$ cat src/rtl/cmp_seq_unit.sv
// cmp_seq_unit: multi-cycle slice-serial comparator (SLT/SLTU/EQ/NE) with early exit on the first differing slice
module cmp_seq_unit #(
  parameter int WIDTH = 32,
  parameter int SLICE = 8
) (
  input  logic             clk,
  input  logic             reset_n,
  input  logic             start,
  input  logic [1:0]       op,
  input  logic [WIDTH-1:0] a,
  input  logic [WIDTH-1:0] b,
  output logic             busy,
  output logic             done,
  output logic [WIDTH-1:0] result
);
  localparam int NSLICE = WIDTH / SLICE;
  localparam int IW = NSLICE > 1 ? $clog2(NSLICE) : 1;
  typedef enum logic [1:0] {IDLE, RUN, DONE} state_t;
  state_t state, state_n;
  logic [IW-1:0] idx;
  logic [WIDTH-1:0] a_q, b_q;
  logic [1:0] op_q;
  logic res_q;
  logic [SLICE-1:0] top, sa, sb;
  logic accept, diff, lt, last, dec;
  always_comb begin
    top = '0;
    top[SLICE-1] = op_q == 2'b00 && idx == IW'(NSLICE - 1);
    sa = SLICE'(a_q >> (idx * SLICE)) ^ top;
    sb = SLICE'(b_q >> (idx * SLICE)) ^ top;
    diff = sa != sb;
    lt = sa < sb;
    last = diff || idx == '0;
    dec = op_q[1] ? (diff ^ ~op_q[0]) : lt;
    accept = state != RUN && start;
    state_n = accept ? RUN : state == RUN ? (last ? DONE : RUN) : IDLE;
  end
  always_ff @(posedge clk or negedge reset_n) begin
    if (!reset_n) begin
      state <= IDLE;
      idx <= IW'(NSLICE - 1);
      a_q <= '0;
      b_q <= '0;
      op_q <= '0;
      res_q <= 1'b0;
    end else begin
      state <= state_n;
      if (accept) begin
        a_q <= a;
        b_q <= b;
        op_q <= op;
        idx <= IW'(NSLICE - 1);
      end else if (state == RUN) begin
        if (last) res_q <= dec;
        else idx <= idx - IW'(1);
      end
    end
  end
  assign busy = state == RUN;
  assign done = state == DONE;
  assign result = WIDTH'(res_q);
endmodule

$ cat config.mk
export PLATFORM = sky130hd
export DESIGN_NAME = cmp_seq_unit
export DESIGN_NICKNAME = d
export VERILOG_FILES = /design/src/rtl/cmp_seq_unit.sv
export SDC_FILE = /design/constraint.sdc
export NUM_CORES = 1
export LEC_CHECK = 0
export BUFFER_PORTS_ARGS = -buffer_cell sky130_fd_sc_hd__buf_2
export CORE_ASPECT_RATIO = 1.1
export CORE_UTILIZATION = 40
export DETAILED_ROUTE_END_ITERATION = 10
export SLEW_MARGIN = 20
export SYNTH_ARGS = -nofsm -noshare
export SYNTH_HDL_FRONTEND = slang
export SYNTH_SLANG_ARGS = --single-unit
$ cat constraint.sdc
create_clock -name clk -period 3.3 [get_ports clk]
set_input_delay 0.495 -clock clk [delete_from_list [all_inputs] [get_ports clk]]
set_output_delay 0.495 -clock clk [all_outputs]
set_load 0.02 [all_outputs]
==> flow_summary.yaml <==
placed_design:
  port_buffers: 71
  place_congestion: 0.774
  place_hpwl_um: 4840
  placed_cell_area_um2: 3950
setup_path:
  critPathLaunchType: "register"
  r2r-end: "idx[0]"
  cp_num_buf_inv: 1
  crit_type: "reg2reg"
  crit_chain: "buf_4, mux4_2, ha_1, nand4_1, nor4_2, or2_1, nor2_1, a21oi_1"
  crit_slowest_cell: "dfstp_2"
  r2r_start: "idx[0]"
  cp-end-kind: "register"
  worstPathMaxFanout: 16
  cp_top_family: "simple AND/OR/NAND/NOR gates"
  worstPathRequired_ps: 3570
  arrival_ps: 3050
  timing.reg2reg.setup_slack_ps: 530
  slowest_delay_ps: 610
  r2r_cells: 8
power:
  p_sw_w: 0.000614
  p_seq_share_pct: 50.0
  vdd_ir_drop_max_mv: 0.290
  swShare_pct: 27.4
  p_leak_nw: 1.97
  p_int_w: 0.00163
  p_per_area_nw_per_um2: 546
  pwr-share-clk_pct: 26.2
  p_comb_share_pct: 23.8
die:
  ios: 103
  dieArea_um2: 9480
  core-area_um2: 8830
  initial_core_util_pct: 41.2
  die_h_um: 102
  rows: 36
  die_w_um: 92.9
cts:
  cts_buffers: 9
  clkLatencyLatePin_ps: 340
  clk_pin_slew_ps: 70
  cts_root_buf: "clkbuf_8"
  postCtsSetupRepairBufs: 0
  cts-hold-fix-buffers: 0
  clk_path_buf_depth: 2
  cts-htree-levels: 3
  cts_resized: 0
  cts_tree: "built"
  cts.sinks: 71
logic_synthesis:
  netlist_area_um2: 3640
  ys_ff_latch: 71
  synth_top_area_share_pct: 47.5
  syn-mean-instance-area_um2: 14.7
  seq_area_frac_synth_pct: 48.9
  ys_warn_count: 0
  synth.largest_area_cell: "dfrtp_1"
  synth_area_leaders: "dfrtp_1 (47%), mux2_2 (15%), mux4_2 (9.9%)"
  synthCells: 247
  synth_cell_type_count: 28
run_status:
  status: "complete, no violations"
layout:
  nets: 398
  antenna_cells: 0
  fin_area_um2: 4110
  nFillCells: 830
  layout-drive-gt1-share_pct: 53.6
  area_growth_syn_to_layout_pct: 12.9
grt:
  grt_max_degree: 69
  first_global_vias: 2151
  grt.overflow.total: 0
  antenna_found_initial: 0
  grt_use_total_pct: 15.3
  grt_pass1_wl_um: 10800
routing:
  drt-pass1-iter-count: 4
  vias: 2048
  drt-initial-drc-count: 77
  ant_nets: 0
  drc_errors: 0
  wirelength_um: 6550
  vias_per_cell: 4.69
  wire_per_inst_um: 15.0
sta:
  slew_viol_final: 0
  final_hold_viol_count: 0
  post-route-period-util_pct: 84.1
  max_freq_ghz: 0.360
  rsz0062_at_grt: "no"
  worst-slew-pin-transition_ps: 999
  skew_ps: 6.69
  setup_violations: 0
  relSlewSlack_pct: 33.4
  setup_tns_ps: 0
  finalCriticalPeriod_ps: 2770
hold_path:
  hold_path_class: "in2async"
flow_run:
  drv_cap: 0
## worst register-to-register path, cell delays in order, from the launching register on
cell	delay, ps
dfstp_2	610
buf_4	320
mux4_2	550
ha_1	320
nand4_1	190
nor4_2	390
or2_1	170
nor2_1	40
a21oi_1	130
## Yosys cell counts, drive strengths merged
cell type   n
a2111o      1
a21oi       5
a31oi       1
and2        1
buf        44
conb        1
dfrtp      69
dfstp       2
ha         10
inv        10
mux2       66
mux4       16
nand2       2
nand2b      1
nand3       1
nand4       2
nor2        4
nor2b       2
nor3        2
nor3b       1
nor4        1
o211ai      1
or2         1
xnor2       1
xor2        2
## how the worst max path moves through the flow
stage / end / from / slack (ps) / cells past startpoint
2_1_floorplan: idx[0] / idx[0] / 600 / 9
3_3_place_gp: idx[0] / idx[0] / 580 / 8
3_5_place_dp: idx[0] / idx[0] / 510 / 8
4_1_cts: idx[0] / idx[0] / 480 / 8
5_1_grt: idx[0] / idx[0] / 260 / 8
6_report: idx[0] / idx[0] / 530 / 8
## through the flow
stage	total power (W)	hold WS (ps)	worst slack (ps)	utilization, %	cells
2_1_floorplan	0.00156	199	596	-	277
3_3_place_gp	0.00167	486	578	44.7	422
3_5_place_dp	0.00168	493	508	44.7	422
4_1_cts	0.00227	288	478	46.5	437
5_1_grt	0.00238	334	262	46.5	437
6_report	0.00224	272	525	46.5	437
## placed cells by master, fill, tap and decap left out
| master | Yosys | routed |
|---|---|---|
| conb_1 | 1 | 31 |
| inv_1 | 10 | 10 |
| mux4_2 | 16 | 16 |
| nand4_1 | 2 | 2 |
| o211ai_1 | 1 | 1 |
| dfstp_2 | 2 | 2 |
| mux2_4 | 19 | 19 |
| mux2_2 | 47 | 47 |
| a2111o_1 | 1 | 1 |
| nand2_1 | 2 | 2 |
| xnor2_1 | 1 | 1 |
| nor2_1 | 4 | 4 |
| dfrtp_1 | 69 | 69 |
| a21oi_1 | 5 | 5 |
| nor3_1 | 2 | 2 |
| xor2_1 | 2 | 2 |
| and2_4 | 1 | 1 |
| or2_1 | 1 | 1 |
| a31oi_1 | 1 | 1 |
| nor3b_1 | 1 | 1 |
| nand2b_4 | 1 | 1 |
| ha_1 | 10 | 10 |
| clkbuf_8 | 0 | 10 |
| buf_4 | 33 | 4 |
| clkinv_2 | 0 | 1 |
| clkbuf_1 | 0 | 4 |
| buf_2 | 7 | 71 |
| nor2b_1 | 2 | 2 |
| nand3_1 | 1 | 1 |
| nor4_2 | 1 | 1 |
## routing by layer
layer	routed length (µm)	global-route usage (%)
met1	2820	19.3
met2	3320	25.3
met3	338	4.02
met4	77	5.68
met5	0	0
## layout make-up
cell class,instances,area (µm²),share of cell area (%)
sequential,71,1780,43.3
multi-input combinational,152,1600,39.1
timing repair buffer,75,385,9.38
clock buffer,14,153,3.72
tap,114,143,3.47
inverter,10,37.5,0.914
clock inverter,1,5.00,0.122
## flip-flops by register name, indices dropped and copies added, names as in the netlist
register / count
b_q: 32
state: 2
a_q: 32
res_q: 1
op_q: 2
idx: 2
## power groups by stage
stage	registers [W]	logic [W]	clock network (W)
floorplan	0.00109	0.000466	0
global placement	0.00114	0.000530	0
detailed placement	0.00114	0.000539	0
CTS	0.00113	0.000542	0.000601
global route	0.00114	0.000594	0.000645
finish	0.00112	0.000533	0.000587
## kinds of logic (layout without fill, tap and decap cells)
group | Yosys count | after routing | synth area share, %
adders and majority gates | 10 | 10 | 3.44
buffers and inverters | 54 | 100 | 10.0
xor gates and xnor gates | 3 | 3 | 0.723
and+or+nand+nor | 18 | 18 | 3.06
DFF | 71 | 71 | 48.9
AOI/OAI and AO/OA | 8 | 8 | 1.38
muxes | 82 | 82 | 32.3
other | 1 | 31 | 0.103
Power figures use the tool's default switching activity.
